**config.mk**
```make
export PLATFORM = sky130hd
export DESIGN_NAME = sq_bcd_display_flat
export DESIGN_NICKNAME = d
export VERILOG_FILES = /design/src/rtl/sq_bcd_display_pkg.sv /design/src/rtl/sq_bcd_display_if.sv /design/src/rtl/sq_bcd_display_seg7_decode.sv /design/src/rtl/sq_bcd_display.sv /design/src/flat_wrapper.sv
export SDC_FILE = /design/constraint.sdc
export NUM_CORES = 1
export LEC_CHECK = 0
export CAP_MARGIN = 20
export CORE_ASPECT_RATIO = 0.8
export CORE_MARGIN = 1
export CORE_UTILIZATION = 38
export CTS_CLUSTER_SIZE = 28
export DETAILED_ROUTE_END_ITERATION = 7
export GPL_TIMING_DRIVEN = 0
export PLACE_DENSITY = 0.68
export SYNTH_ARGS = -nofsm -noshare
export SYNTH_HDL_FRONTEND = slang
export SYNTH_HIERARCHICAL = 1
export SYNTH_SLANG_ARGS = --single-unit
```
**constraint.sdc**
```tcl
create_clock -name clk -period 4.3 [get_ports clk]
set_input_delay 0.86 -clock clk [delete_from_list [all_inputs] [get_ports clk]]
set_output_delay 0.86 -clock clk [all_outputs]
set_load 0.005 [all_outputs]
```
**src/rtl/sq_bcd_display_pkg.sv**
```systemverilog
// Shared types and constants for the squarer BCD display block:
// conversion FSM states, field widths and 7-segment codes.
package sq_disp_pkg;

    typedef enum logic [1:0] {
        IDLE,
        CONV,
        DONE
    } conv_state_t;

    localparam int SQ_W       = 6;
    localparam int BCD_W      = 4;
    localparam int CONV_STEPS = 6;

    // Shift register layout: {tens, ones, bin}
    localparam int SHIFT_W = SQ_W + 2 * BCD_W;
    localparam int TENS_LO = SQ_W + BCD_W;
    localparam int ONES_LO = SQ_W;

    // Logical (active-high) segment codes, bit order {g,f,e,d,c,b,a}
    localparam logic [6:0] SEG_0     = 7'b0111111;
    localparam logic [6:0] SEG_1     = 7'b0000110;
    localparam logic [6:0] SEG_2     = 7'b1011011;
    localparam logic [6:0] SEG_3     = 7'b1001111;
    localparam logic [6:0] SEG_4     = 7'b1100110;
    localparam logic [6:0] SEG_5     = 7'b1101101;
    localparam logic [6:0] SEG_6     = 7'b1111101;
    localparam logic [6:0] SEG_7     = 7'b0000111;
    localparam logic [6:0] SEG_8     = 7'b1111111;
    localparam logic [6:0] SEG_9     = 7'b1101111;
    localparam logic [6:0] SEG_BLANK = 7'b0000000;

    // Double-dabble correction: a nibble of 5 or more gets 3 added so the
    // following left shift carries correctly into the next BCD digit.
    function automatic logic [BCD_W-1:0] add3_if_ge5(input logic [BCD_W-1:0] nib);
        return (nib >= 4'd5) ? nib + 4'd3 : nib;
    endfunction

endpackage

```
**src/rtl/sq_bcd_display_if.sv**
```systemverilog
// Conversion request/result bundle between the squarer side and the
// display block. The requester drives load/sq_in; the display block
// returns status and the last completed BCD digits.
interface sq_bcd_display_if;
    import sq_disp_pkg::*;

    logic             load;
    logic [SQ_W-1:0]  sq_in;
    logic             busy;
    logic             done;
    logic [BCD_W-1:0] tens;
    logic [BCD_W-1:0] ones;

    modport master (
        output load,
        output sq_in,
        input  busy,
        input  done,
        input  tens,
        input  ones
    );

    modport slave (
        input  load,
        input  sq_in,
        output busy,
        output done,
        output tens,
        output ones
    );

endinterface

```
**src/rtl/sq_bcd_display_seg7_decode.sv**
```systemverilog
// Combinational BCD nibble to logical 7-segment code. Non-BCD values
// (10..15) produce a blank digit.
module seg7_decode
    import sq_disp_pkg::*;
(
    input  logic [BCD_W-1:0] digit,
    output logic [6:0]       seg
);

    // Table lookup of the segment pattern for one digit
    always_comb begin
        seg = SEG_BLANK;
        case (digit)
            4'd0:    seg = SEG_0;
            4'd1:    seg = SEG_1;
            4'd2:    seg = SEG_2;
            4'd3:    seg = SEG_3;
            4'd4:    seg = SEG_4;
            4'd5:    seg = SEG_5;
            4'd6:    seg = SEG_6;
            4'd7:    seg = SEG_7;
            4'd8:    seg = SEG_8;
            4'd9:    seg = SEG_9;
            default: seg = SEG_BLANK;
        endcase
    end

endmodule

```
**src/rtl/sq_bcd_display.sv**
```systemverilog
// Two-digit display driver for the 3-bit squarer result. A load strobe
// starts a six-step double-dabble conversion; the finished digits are
// time-multiplexed onto a shared 7-segment bus with leading-zero blanking.
module sq_bcd_display
    import sq_disp_pkg::*;
#(
    parameter int REFRESH_DIV    = 1000,
    parameter bit SEG_ACTIVE_LOW = 1'b1
)(
    input  logic              clk,
    input  logic              rst_n,
    sq_bcd_display_if.slave   bus,
    output logic [6:0]        seg,
    output logic [1:0]        an
);

    localparam int               RCNT_W   = (REFRESH_DIV > 1) ? $clog2(REFRESH_DIV) : 1;
    localparam logic [RCNT_W-1:0] RCNT_MAX = RCNT_W'(REFRESH_DIV - 1);

    conv_state_t        state, state_next;
    logic [SHIFT_W-1:0] shift_q, shift_next, shift_step;
    logic [2:0]         cnt_q, cnt_next;
    logic               update_digits;

    logic [BCD_W-1:0]   tens_q, ones_q;
    logic               shown_q;

    logic [RCNT_W-1:0]  refresh_cnt;
    logic               digit_sel;

    logic [6:0]         tens_seg, ones_seg;
    logic [6:0]         seg_logic;
    logic [1:0]         an_logic;

    // One double-dabble iteration: correct both BCD nibbles, then shift left
    always_comb begin
        logic [SHIFT_W-1:0] adj;
        adj = shift_q;
        adj[TENS_LO +: BCD_W] = add3_if_ge5(shift_q[TENS_LO +: BCD_W]);
        adj[ONES_LO +: BCD_W] = add3_if_ge5(shift_q[ONES_LO +: BCD_W]);
        shift_step = {adj[SHIFT_W-2:0], 1'b0};
    end

    // Conversion FSM next-state logic; the last CONV step also publishes the digits
    always_comb begin
        state_next    = state;
        shift_next    = shift_q;
        cnt_next      = cnt_q;
        update_digits = 1'b0;
        case (state)
            IDLE: begin
                if (bus.load) begin
                    shift_next = {{(2 * BCD_W){1'b0}}, bus.sq_in};
                    cnt_next   = 3'd0;
                    state_next = CONV;
                end
            end
            CONV: begin
                shift_next = shift_step;
                cnt_next   = cnt_q + 3'd1;
                if (cnt_q == 3'(CONV_STEPS - 1)) begin
                    state_next    = DONE;
                    update_digits = 1'b1;
                end
            end
            DONE: begin
                state_next = IDLE;
            end
            default: begin
                state_next = IDLE;
            end
        endcase
    end

    // Conversion FSM state, shift register and step counter
    always_ff @(posedge clk or negedge rst_n) begin
        if (!rst_n) begin
            state   <= IDLE;
            shift_q <= '0;
            cnt_q   <= 3'd0;
        end else begin
            state   <= state_next;
            shift_q <= shift_next;
            cnt_q   <= cnt_next;
        end
    end

    // Displayed digits only change when a conversion completes, never mid-way
    always_ff @(posedge clk or negedge rst_n) begin
        if (!rst_n) begin
            tens_q  <= '0;
            ones_q  <= '0;
            shown_q <= 1'b0;
        end else if (update_digits) begin
            tens_q  <= shift_step[TENS_LO +: BCD_W];
            ones_q  <= shift_step[ONES_LO +: BCD_W];
            shown_q <= 1'b1;
        end
    end

    // Free-running refresh counter; each wrap hands the bus to the other digit
    always_ff @(posedge clk or negedge rst_n) begin
        if (!rst_n) begin
            refresh_cnt <= '0;
            digit_sel   <= 1'b0;
        end else if (refresh_cnt == RCNT_MAX) begin
            refresh_cnt <= '0;
            digit_sel   <= ~digit_sel;
        end else begin
            refresh_cnt <= refresh_cnt + 1'b1;
        end
    end

    seg7_decode u_tens_dec (
        .digit (tens_q),
        .seg   (tens_seg)
    );

    seg7_decode u_ones_dec (
        .digit (ones_q),
        .seg   (ones_seg)
    );

    // Select the active digit, blanking a leading zero and anything before the first result
    always_comb begin
        seg_logic = SEG_BLANK;
        an_logic  = 2'b00;
        if (shown_q) begin
            if (digit_sel) begin
                if (tens_q != '0) begin
                    seg_logic = tens_seg;
                    an_logic  = 2'b10;
                end
            end else begin
                seg_logic = ones_seg;
                an_logic  = 2'b01;
            end
        end
    end

    assign seg = SEG_ACTIVE_LOW ? ~seg_logic : seg_logic;
    assign an  = SEG_ACTIVE_LOW ? ~an_logic  : an_logic;

    assign bus.busy = (state == CONV);
    assign bus.done = (state == DONE);
    assign bus.tens = tens_q;
    assign bus.ones = ones_q;

endmodule

```
**src/flat_wrapper.sv**
```systemverilog
// flat-port wrapper written by rule: the top's interface ports become plain ports
module sq_bcd_display_flat import sq_disp_pkg::*;
#(
    parameter int REFRESH_DIV    = 1000,
    parameter bit SEG_ACTIVE_LOW = 1'b1
)
  (clk, rst_n, seg, an, bus_load, bus_sq_in, bus_busy, bus_done, bus_tens, bus_ones);
  sq_bcd_display_if bus_i ();
  input  logic clk;
  input  logic rst_n;
  output logic [6:0] seg;
  output logic [1:0] an;
  input wire logic [$bits(bus_i.load)-1:0] bus_load;
  input wire logic [$bits(bus_i.sq_in)-1:0] bus_sq_in;
  output wire logic [$bits(bus_i.busy)-1:0] bus_busy;
  output wire logic [$bits(bus_i.done)-1:0] bus_done;
  output wire logic [$bits(bus_i.tens)-1:0] bus_tens;
  output wire logic [$bits(bus_i.ones)-1:0] bus_ones;
  assign bus_i.load = bus_load;
  assign bus_i.sq_in = bus_sq_in;
  assign bus_busy = bus_i.busy;
  assign bus_done = bus_i.done;
  assign bus_tens = bus_i.tens;
  assign bus_ones = bus_i.ones;
  sq_bcd_display #(.REFRESH_DIV(REFRESH_DIV), .SEG_ACTIVE_LOW(SEG_ACTIVE_LOW)) u_core (.clk(clk), .rst_n(rst_n), .bus(bus_i), .seg(seg), .an(an));
endmodule
```
After elaboration in Yosys (flattened, before gate mapping)
Memory sizes are Yosys's and may differ from the RTL's.
Cells that the tools add are included.
{"block": "word_totals", "ff_bits": 39, "rom_bits": 224, "output_inout_bits": 19, "input_bits": 9, "mem_count": 2, "wordCells": 48}
{"block": "classes", "n_reduce_logical": 5, "bitwise": 3, "n_mux": 18, "add_sub_neg": 4, "eq_ne": 6, "n_lt_le_gt_ge": 2}
{"memory": "(no name shown)", "words": 16, "width": 7, "read_ports": 1, "rd_clocked_by_memory_dff": 0, "write_ports": 0, "line_no": "sq_bcd_display_seg7_decode.sv:13", "rtl": "case (digit)"}
{"memory": "(no name shown)", "words": 16, "width": 7, "read_ports": 1, "rd_clocked_by_memory_dff": 0, "write_ports": 0, "line_no": "sq_bcd_display_seg7_decode.sv:13"}
{"op": "14-bit one-hot mux with 2 select lines", "n": 1}
{"op": "7-bit two-way mux", "n": 3}
{"op": "14-bit two-way mux", "n": 1}
{"op": "10-bit by 1-bit adder with 10-bit output (second input constant)", "n": 1}
{"op": "10-bit equality test (second input constant)", "n": 1}
{"op": "10-bit two-way mux", "n": 1}
{"op": "2-bit two-way mux", "n": 5}
{"op": "4-bit by 3-bit >= comparator with 1-bit output (second input constant)", "n": 2}
{"op": "7-bit NOT", "n": 1}
{"op": "3-bit two-way mux", "n": 2}
{"op": "3-bit one-hot mux with 2 select lines", "n": 1}
{"op": "4-bit by 2-bit adder with 4-bit output (second input constant)", "n": 1}
{"op": "4-bit two-way mux", "n": 1}
{"op": "2-bit one-hot mux with 2 select lines", "n": 1}
{"op": "2-bit AND reduction", "n": 2}
{"op": "4-bit nonzero test", "n": 1}
{"op": "3-bit by 1-bit adder with 3-bit output (second input constant)", "n": 1}
{"op": "3-bit by 2-bit adder with 3-bit output (second input constant)", "n": 1}
{"op": "3-bit equality test (second input constant)", "n": 1}
{"op": "2-bit by 1-bit equality test with 1-bit output (second input constant)", "n": 1}
{"op": "2-bit equality test (second input constant)", "n": 1}
{"op": "2-bit logical NOT", "n": 1}
{"op": "1-bit two-way mux", "n": 2}
{"op": "2-bit by 1-bit != test with 1-bit output (second input constant)", "n": 1}
{"op": "other kinds (4)", "n": 4}

Logic depth before layout (Yosys ltp)
Gate-level depths: netlist (run 1).
{"block": "depth", "word_depth": 5, "mapped_depth": 7, "ltp_nobuf": 6}

Modules after synthesis
The synthesis (run 1) kept the hierarchy.
{"mod": "sq_bcd_display", "cells_each": 187, "seq_area_each_um2": 975.9, "instances": 1, "area_each_um2": 1855.5}
{"mod": "seg7_decode (u_core.u_tens_dec)", "cells_each": 28, "seq_area_each_um2": 0.0, "instances": 1, "area_each_um2": 219.0}
{"mod": "seg7_decode (u_core.u_ones_dec)", "cells_each": 26, "seq_area_each_um2": 0.0, "instances": 1, "area_each_um2": 201.4}

Worst setup path before layout (run 1)
Ideal clock, no wire load.
{"block": "synth_path", "kind": "flip-flop to output port", "start": "register u_core.ones_q[1], in the netlist u_core/bus.ones[1]", "end": "output seg[4]", "path_stages_with_launch": 5, "required_time_ns": 3.440, "slack_ns": 2.200, "path_buffers": 0, "arrival_ns": 1.240, "path_cell_list": "dfrtp_1 -> inv_1 -> ha_1 -> a22o_1 -> a22oi_1"}
{"block": "synth_via", "elab_chain_len": 4}
{"item": "from (decl)", "line_no": "sq_bcd_display.sv:25", "rtl": "logic [BCD_W-1:0] tens_q, ones_q;"}
{"item": "from (signal assigned)", "line_no": "sq_bcd_display.sv:96", "rtl": "ones_q <= shift_step[ONES_LO +: BCD_W];"}
{"item": "memory read 16 x 7 bit"}
{"item": "via u_core.ones_seg[4]", "line_no": "sq_bcd_display.sv:31", "rtl": "logic [6:0] tens_seg, ones_seg;"}
{"item": "7-bit two-way mux", "line_no": "sq_bcd_display.sv:129", "rtl": "if (digit_sel) begin"}
{"item": "7-bit two-way mux", "line_no": "sq_bcd_display.sv:128", "rtl": "if (shown_q) begin"}
{"item": "7-bit NOT", "line_no": "sq_bcd_display.sv:141", "rtl": "assign seg = SEG_ACTIVE_LOW ? ~seg_logic : seg_logic;"}
{"item": "to (decl)", "line_no": "flat_wrapper.sv:11", "rtl": "output logic [6:0] seg;"}
The timed path passes the listed nets, and every way through them passes these cells.

Final worst setup path (run 1)
{"block": "layout_path", "start": "register u_core.ones_q[1], in the netlist u_core/bus.ones[1]", "end": "output seg[5]"}
Same word-level chain as after synthesis.

==> impl_results.md, run 1 <==
- Relative slew slack: 0.4361
- Number of hold violations in the final report: 0
- Post-synth EDFFs: 0
- FMAX: 0.3299 GHz
- DR pass1 iterations: 4
- Critical Setup Path Class: flip-flop to output port
- Count of pins over their slew limit: 0
- Wl on met1: 2215 microns
- Area growth from synthesis to layout: 19.79%
- Root Buffer: clkbuf_8
- Number of standard cells in the final layout excluding fillers: 353
- Post-CTS setup repair buffer count: 0
- Clock-pin transition on the worst setup and hold timing paths: 0.07 ns
- Fill cell instance count of the final layout: 536
- Required arrival time at the worst endpoint: 3.44 ns
- Avg Inst Size Synth: 9.444 sq um
- Static Leak: 1.227 nW
- Chip height: 71.22 microns
- Routed Antenna Nets: 0
- Wire per inst: 12.46 microns
- Buffers from clock root to sink, at most: 2
- Final number of setup-violating endpoints: 0
- Routability congestion estimate: 0.7971
- Asr flop ratio synth: 1.000
- Post-cts repair resize count: 0
- Worst path arrival time: 2.17 ns
- Max Used Layer: met4
- Post-synthesis cell type count: 42
- Switching component of the power: 710.0 uW
- Worst path cell trace: inv_1, ha_1, a21oi_2, o22ai_2, a22oi_1, clkdlybuf4s50_1
- RSZ-0062 raised after global routing: no
- Library cell with the highest instance count after synthesis: dfrtp_1
- Placement Setup Slack: 1.559 ns
- Total Power: 1.827 mW
- Detailed-route DRC error count: 0
- Netlist area before placement: 0.002276 sq mm
- Antenna violations before repair: 0
- Placed insts: 346
- Highest fanout seen on the critical path: 8
- Post-Syn Instances: 241
- Length of routed met3 wiring: 217 microns
- Layout Nets: 303
- Share of synthesized area occupied by flip-flops and latches: 0.4288
- Cell at the slowest stage of the critical path: dfrtp_1
- Maximum number of pins on one net before global-route repair: 40
- Sum of buffers and inverters on the critical path: 2
- DR WL met2: 1939 microns
- Critical path startpoint category: flip-flop
- Worst-skew pair later-pin latency: 0.29 ns
- Starting density of the core: 0.4053
- Number of vias after detailed routing: 1788
- Actual transition at the worst max-transition pin: 0.8458 ns
- Core ar.: 0.005615 sq mm
- Logic gate share of total power: 0.529
- 1st-iter DRT viols: 67
- Proportion of layout cells with a drive suffix above 1: 0.08364
- Number of clock sinks seen by CTS: 39
- Post-synthesis cell type with the largest combined area: dfrtp_1
- HPWL after detailed placement: 3232 microns
- Biggest area contributors in the synthesized netlist: dfrtp_1 43%, ha_1 10%, o21ai_0 7.0%, nand2_1 4.6%, inv_1 3.1%
- Most used DFF post-synth: dfrtp_1
- Chip width: 88.53 microns
- Post-Route WL: 4399 microns
- Cts bufs inserted: 5
- Vias per std cell: 5.065
- I/O pin count: 28
- Area share of the largest cell type after synthesis: 0.4288
- Sequential cell fraction of total power: 0.336
- Final cycle utilization of the critical path: 0.7050
- Top cells by instance count after synthesis: 39 x dfrtp_1, 32 x o21ai_0, 28 x nand2_1, 19 x ha_1, 19 x inv_1
- Number of global-route vias before repair: 1735
- Switching part of the total: 0.3887
- Worst IR drop on VDD: 0.2801 mV
- Outcome: complete, no violations
- Accumulated negative setup slack: 0 ns
- Syn Nets: 269
- Number of rows in the core area: 24
- Deepest level of the CTS H-tree: 2
- Part of the total power dissipated in the clock network: 0.134
- Clock tree from TritonCTS: yes
- Max stage delay on crit path: 0.54 ns
- Global-route wire length before repair: 7755 microns
- Post-route worst setup slack: 1.268 ns
- Final critical-path required period: 3.032 ns
- GRT Overall Usage: 0.1584
- Critical Path Sink Type: output port
- Synthesis Warnings: 6
- Worst min path class: flip-flop to flip-flop
- Count of hold-fix buffers inserted at cts: 0
- Internal power: 1.117 mW
- Dominant delay contributor by cell family on the critical path: buffers and inverters
- Worst Clk Skew: 0.005195 ns
- Max-Cap Viols: 0
- Number of input and output port buffers inserted: 27
- Total of flip-flops plus latches after synthesis: 39
- Number of inserted diodes: 0
- DIE AREA: 0.006305 sq mm
- Total power per unit cell area: 670.0 mW/mm^2
- End-of-flow core utilization: 0.4855
- Overall overflow remaining after global route: 0
[registers in the layout, indices dropped and copies added (netlist names)]
name,cells
u_core/state,2
u_core/refresh_cnt,10
u_core/shift_q,14
u_core/digit_sel,1
u_core/cnt_q,3
u_core/shown_q,1
u_core/bus.tens,4
u_core/bus.ones,4
[through the flow]
step,instance area [sq um],hold slack (ns)
after floorplan,2276,0.4245
after global placement,2644,0.4412
after CTS,2726,0.4621
after global routing,2726,0.4795
after detailed placement,2639,0.4529
final,2726,0.4536
[layout make-up]
| type | instances | area (sq um) | area share |
|---|---|---|---|
| multi-input cells | 174 | 1180 | 0.4328 |
| flip-flops and latches | 39 | 975.9 | 0.3580 |
| repair buffers | 27 | 265.3 | 0.09729 |
| well taps | 78 | 97.59 | 0.03580 |
| clock buffers | 6 | 82.58 | 0.03029 |
| inverters | 21 | 78.83 | 0.02891 |
| plain buffers | 7 | 41.29 | 0.01514 |
| clock inverters | 1 | 5.005 | 0.001836 |
[power by group through the flow]
stage / combinational [mW] / clock [mW] / sequential (mW)
6_report: 0.967 / 0.246 / 0.614
5_1_grt: 1.09 / 0.268 / 0.635
4_1_cts: 0.977 / 0.255 / 0.616
3_5_place_dp: 0.973 / 0 / 0.622
3_3_place_gp: 0.943 / 0 / 0.617
2_1_floorplan: 0.624 / 0 / 0.587
[layer usage]
| metal | vias up | GRT usage |
|---|---|---|
| li1 | 896 | - |
| met1 | 843 | 0.2225 |
| met2 | 45 | 0.2436 |
| met3 | 4 | 0.03802 |
| met4 | 0 | 0.04839 |
| met5 | - | 0 |
[placed cells by master, fill, tap and decap left out, types with 2 or more instances in the layout]
cell	netlist	final
clkbuf_1	5	5
mux2i_1	5	5
o21ai_0	32	32
nor3_1	2	2
nand3_1	7	7
nand2b_1	5	5
ha_1	19	19
buf_6	2	2
nor2b_1	4	4
nor3b_1	3	3
clkbuf_8	0	6
a22oi_1	8	8
a21oi_1	8	8
dfrtp_1	39	39
inv_1	19	19
xor2_1	5	5
a22o_1	2	2
xnor2_1	5	5
inv_2	2	2
o22ai_1	6	6
nand2_1	28	28
mux2_2	3	3
nor2_1	12	12
clkdlybuf4s50_1	0	26
[cell families after synthesis]
group,count (synthesis),share of synthesized area
buf+inv,28,0.05278
fa+ha+maj,19,0.1045
simple gates,72,0.1649
compound gates,65,0.1737
xor+xnor,10,0.03848
mux,8,0.03683
flops,39,0.4288
[worst paths after layout]
check                                           startpoint  slack [ns]  depth (start not counted)                              end
max in group asynchronous                            rst_n        3.09                          1   u_core/bus.ones[1]$_DFFE_PN0P_
min reg2reg                u_core/refresh_cnt[0]$_DFF_PN0_        0.45                          1  u_core/refresh_cnt[0]$_DFF_PN0_
max reg2reg                  u_core/shift_q[6]$_DFFE_PN0P_        2.58                          6   u_core/bus.ones[2]$_DFFE_PN0P_
max                         u_core/bus.ones[1]$_DFFE_PN0P_        1.27                          6                           seg[5]
min in group asynchronous                            rst_n        0.68                          1  u_core/refresh_cnt[6]$_DFF_PN0_
min                        u_core/refresh_cnt[0]$_DFF_PN0_        0.45                          1  u_core/refresh_cnt[0]$_DFF_PN0_
Power figures use the tool's default switching activity.
==> run 2, diff against run 1 <==
Clock period 4.3 ns to 2.9 ns, I/O delays scaled along.
==> results of run 2 <==
The final DEF is identical to that of run 1. Status: complete, no violations.
Among the figures that moved: setup slack after placement 1.559 ns -> 0.4386 ns; setup slack after layout 1.268 ns -> 0.1484 ns; hold slack 0.4536 ns -> 0.3973 ns; register-to-register setup slack 2.58 ns -> 1.18 ns; total power 1.827 mW -> 2.709 mW; worst IR drop on VDD 0.2801 mV -> 0.4153 mV
==> edit 1 (config.mk and constraints of run 2) <==
`SEG_ACTIVE_LOW` is set to 1'b1 in 2 places; all go to 1'b0.
--- a/src/rtl/sq_bcd_display.sv
+++ b/src/rtl/sq_bcd_display.sv
@@ -7,3 +7,3 @@
     parameter int REFRESH_DIV    = 1000,
-    parameter bit SEG_ACTIVE_LOW = 1'b1
+    parameter bit SEG_ACTIVE_LOW = 1'b0
 )(
--- a/src/flat_wrapper.sv
+++ b/src/flat_wrapper.sv
@@ -4,3 +4,3 @@
     parameter int REFRESH_DIV    = 1000,
-    parameter bit SEG_ACTIVE_LOW = 1'b1
+    parameter bit SEG_ACTIVE_LOW = 1'b0
 )
Behaviour: not the same (a bounded check fails within 4 cycles, from zero or initial values and one cycle with rst_n low).
==> edit 1 against run 2 <==
  * Total power is 1.8% higher
  * Sequential cell count is the same
  * Clock skew down 0.0015 ns
  * Sequential share of layout area shrank 0.42 points
  * Worst hold slack got worse by 0.0025 ns
  * Routed wire length decreased by 4.3%
  * Synthesized area up 0.88%
  * Setup slack better by 0.035 ns
  * Global-route usage fell by 0.74 points
  * Design area rose by 1.2%
  * Critical endpoint is now seg[3]
  * Count of clock-buffer cells in the layout grew 2
==> edit 1: results (changes against run 2) <==
- LEAKAGE: 1.25 nW (+1.9%)
- Routed len/inst: 12.0 µm (-3.5%)
- Sequential power: 0.907 mW (-0.4%)
- Post-synthesis sequential area ratio: 42.5% (-0.37 points)
- 1st-iter DRT viols: 68 (+1.5%)
- Gp weighted congestion: 0.765 (-4.1%)
- WL met3: 176 µm (-19%)
- First-pass GRT wire length: 7.42 mm (-4.4%)
- Met1 GRT Util: 21.5% (-0.75 points)
- Final Core Density: 48.9% (+0.32 points)
- Maximum VDD drop: 0.507 mV (+22%)
- Status: complete, no violations
- GR Util All Layers: 15.1% (-0.74 points)
- Dpl cell area: 2660 µm² (+0.76%)
- Cells after DPL: 342 (-1.2%)
- Number of global-route vias before repair: 1,641 (-5.4%)
- Metal-1 WL: 2.19 mm (-1.4%)
- Dpl hpwl: 3.17 mm (-2.0%)
- Nets: 299 (-1.3%)
- GR Layer Usage met2: 23.2% (-1.1 points)
- Actual slew at the worst max-slew pin: 0.834 ns (-0.0114 ns)
- Finished Layout Cells: 350 (-0.85%)
- Avg Vias per Cell: 5.01 (-1.1%)
- Pint: 1.72 mW (+4.1%)
- Share of layout cells above drive strength 1: 8.82% (+0.46 points)
- Setup WS post-layout: 0.184 ns (+0.0355 ns)
- Synthesized instance count: 237 (-1.7%)
- Final-layout fill cell count: 571 (+6.5%)
- Commonest cells in the netlist: 39 x dfrtp_1, 24 x nand2_1, 23 x o21ai_0
## edit 1: changes by cell type in the layout (fill, tap and decap cells not counted), moves of 4 or more
| cell | run 2 | this run |
|---|---|---|
| o21ai_0 | 32 | 23 |
| a22oi_1 | 8 | 0 |
| a22o_1 | 2 | 9 |
| o21ai_1 | 0 | 6 |
| inv_1 | 19 | 15 |
| nand2_1 | 28 | 24 |
## edit 1: final cells by class
| type | instances | share of cell area, % |
|---|---|---|
| multi-input cells | 173 | 43.8 |
| flip-flops and latches | 39 | 35.4 |
| repair buffers | 27 | 9.61 |
| clock buffers | 8 | 3.63 |
| well taps | 78 | 3.54 |
| inverters | 17 | 2.31 |
| plain buffers | 8 | 1.72 |
## edit 1: worst min path at each step
stage | endpoint | slack, ns | cells past startpoint | start
6_report | u_core/state[1]$_DFFE_PN0P_ | 0.39 | 1 | rst_n
5_1_grt | u_core/state[1]$_DFFE_PN0P_ | 0.48 | 1 | rst_n
4_1_cts | u_core/refresh_cnt[9]$_DFF_PN0_ | 0.44 | 1 | rst_n
3_5_place_dp | u_core/shift_q[3]$_DFFE_PN0P_ | 0.47 | 2 | u_core/shift_q[3]$_DFFE_PN0P_
3_3_place_gp | u_core/shift_q[0]$_DFFE_PN0P_ | 0.46 | 1 | u_core/shift_q[0]$_DFFE_PN0P_
2_1_floorplan | u_core/bus.ones[0]$_DFFE_PN0P_ | 0.28 | 0 | rst_n
## edit 1: kinds of logic (layout without fill, tap and decap cells)
logic type / after synthesis / in the layout / synth area share (%)
AOI/OAI and AO/OA: 64 / 64 / 17.7
xor gates and xnor gates: 10 / 10 / 3.81
adders and majority gates: 19 / 19 / 10.4
buffers and inverters: 25 / 60 / 4.85
DFF: 39 / 39 / 42.5
muxes: 10 / 10 / 4.58
and+or+nand+nor: 70 / 70 / 16.2
==> edit 2 (config.mk and constraints of run 2) <==
Without the edit above. The 3 states of `conv_state_t` get a one-hot encoding in 3 bits.
--- a/src/rtl/sq_bcd_display_pkg.sv
+++ b/src/rtl/sq_bcd_display_pkg.sv
@@ -4,6 +4,6 @@
 
-    typedef enum logic [1:0] {
-        IDLE,
-        CONV,
-        DONE
+    typedef enum logic [2:0] {
+        IDLE = 3'b001,
+        CONV = 3'b010,
+        DONE = 3'b100
     } conv_state_t;
Formal check against the unedited RTL: same outputs for any inputs over 10 cycles, from zero or initial values and one cycle with rst_n low; not proved beyond that.
==> edit 2 against run 2 <==
  * Setup slack gained 0.040 ns
  * Design area grew 4.8%
  * Cell count shrank 1.4%
  * Sequential cell count grew 1
  * Synthesized area grew 4.4%
  * Non-clock buffer count grew 2
  * Routed wire length shrank 0.95%
  * Highest routed layer unchanged
Power is not compared: it rests on default switching activity, and its combinational part moved more than twofold at a synthesized area within 25%.
==> edit 2: results (changes against run 2) <==
- Status: complete, no violations
- Worst R2R Start: u_core/refresh_cnt[0]$_DFF_PN0_
- Clk_skew: 0.00881 ns (+0.00362 ns)
- Slowest CP cell: clkdlybuf4s50_1
- WP data arrival: 2.13 ns (-0.04 ns)
- Distinct cell type count after synthesis: 52 (+24%)
- Post-Synth Adder-Cell Area: 10.0% (-0.44 points)
- Synth Area in Compound Gates: 16.1% (-1.3 points)
- R2R depth: 5 (-1)
- Actual slew at the worst max-slew pin: 0.554 ns (-0.292 ns)
- Post-synthesis xor/xnor area fraction: 3.69% (-0.16 points)
- Total CTS buffers: 5 (unchanged)
- IO Port Bufs: 27 (unchanged)
- Pin count of the biggest net entering global routing: 34 (-15%)
- Reg-to-reg endpoint: u_core/digit_sel$_DFFE_PN0N_
- Dpl hpwl: 3.18 mm (-1.5%)
- Worst Hold Class: in2async
- Gp weighted congestion: 0.764 (-4.2%)
- Initial antenna violation count: 0 (unchanged)
- Final-layout fill cell count: 560 (+4.5%)
- Post-synthesis sequential area ratio: 42.2% (-0.70 points)
- Routed len/inst: 12.5 µm (+0.47%)
- LEAKAGE: about 1.3 nW
- Number of global-route vias before repair: 1,587 (-8.5%)
- Nets: 294 (-3.0%)
- Synth Warn #: 6 (unchanged)
- Share of layout cells above drive strength 1: 14.6% (+6.2 points)
- First-pass GRT wire length: 7.33 mm (-5.4%)
- 1st-iter DRT viols: 97 (+45%)
- Synth top area cells: dfrtp_1 41%, ha_1 10%, mux2i_1 3.8%
- Reg-to-reg slack, setup: 1.30 ns (+0.12 ns)
- Commonest cells in the netlist: 39 x dfrtp_1, 19 x ha_1, 17 x inv_1, 17 x nand2_1, 17 x o21ai_0
- Avg Vias per Cell: 4.95 (-2.3%)
- GR Util All Layers: 14.2% (-1.7 points)
- Maximum VDD drop: between 0.3 and 0.4 mV
- Syn nets: 259 (-3.7%)
-- edit 2: power groups by stage --
stage	Sequential, mW	Clock [mW]	Combinational [mW]
floorplan	0.731	0	0.386
global placement	0.749	0	0.530
detailed placement	0.751	0	0.550
CTS	0.741	0.393	0.553
global route	0.756	0.414	0.614
finish	0.740	0.376	0.545
-- edit 2: cell families after synthesis --
| group | count (synthesis) |
|---|---|
| simple gates | 62 |
| compound gates | 59 |
| flops | 40 |
| buf+inv | 27 |
| fa+ha+maj | 19 |
| mux | 14 |
| xor+xnor | 10 |
-- edit 2: what timing repair did --
action / 4_1_cts / 5_1_grt
hold buffers: 0 / 0
gates resized for setup: 0 / 1
setup endpoints to repair: 0 / 1
-- edit 2: through the flow --
step	hold slack, ns	area [µm²]	cells	power (mW)	setup WS [ns]
2_1_floorplan	0.284	2380	231	1.12	1.08
3_3_place_gp	0.446	2750	339	1.28	0.213
3_5_place_dp	0.441	2760	340	1.30	0.494
4_1_cts	0.120	2860	348	1.69	0.155
5_1_grt	0.128	2860	348	1.78	0.0309
6_report	0.127	2860	348	1.66	0.188
-- edit 2: per-layer routing --
metal  share of wire [%]  vias up  wire length (µm)  track usage [%]
met3                 3.2        4               140             3.75
met1                  52      823              2270             19.3
li1                    -      873                 -                -
met2                  44       22              1910             21.7
met5                   0        -                 0                0
met4                0.94        0                41             5.38
-- edit 2: worst max-delay path, delay by kind of cell, from the launching register on --
kind | cells | cell delay (ns)
AOI/OAI and AO/OA | 3 | 0.41
adders and majority gates | 1 | 0.23
buffers and inverters | 2 | 0.69
DFF | 1 | 0.52
-- edit 2: area by class of cell --
type	instances	share of cell area, %
multi-input cells	164	43.0
plain buffers	8	2.45
repair buffers	28	9.99
clock inverters	2	0.350
well taps	81	3.55
clock buffers	6	2.89
flip-flops and latches	40	35.1
inverters	19	2.67
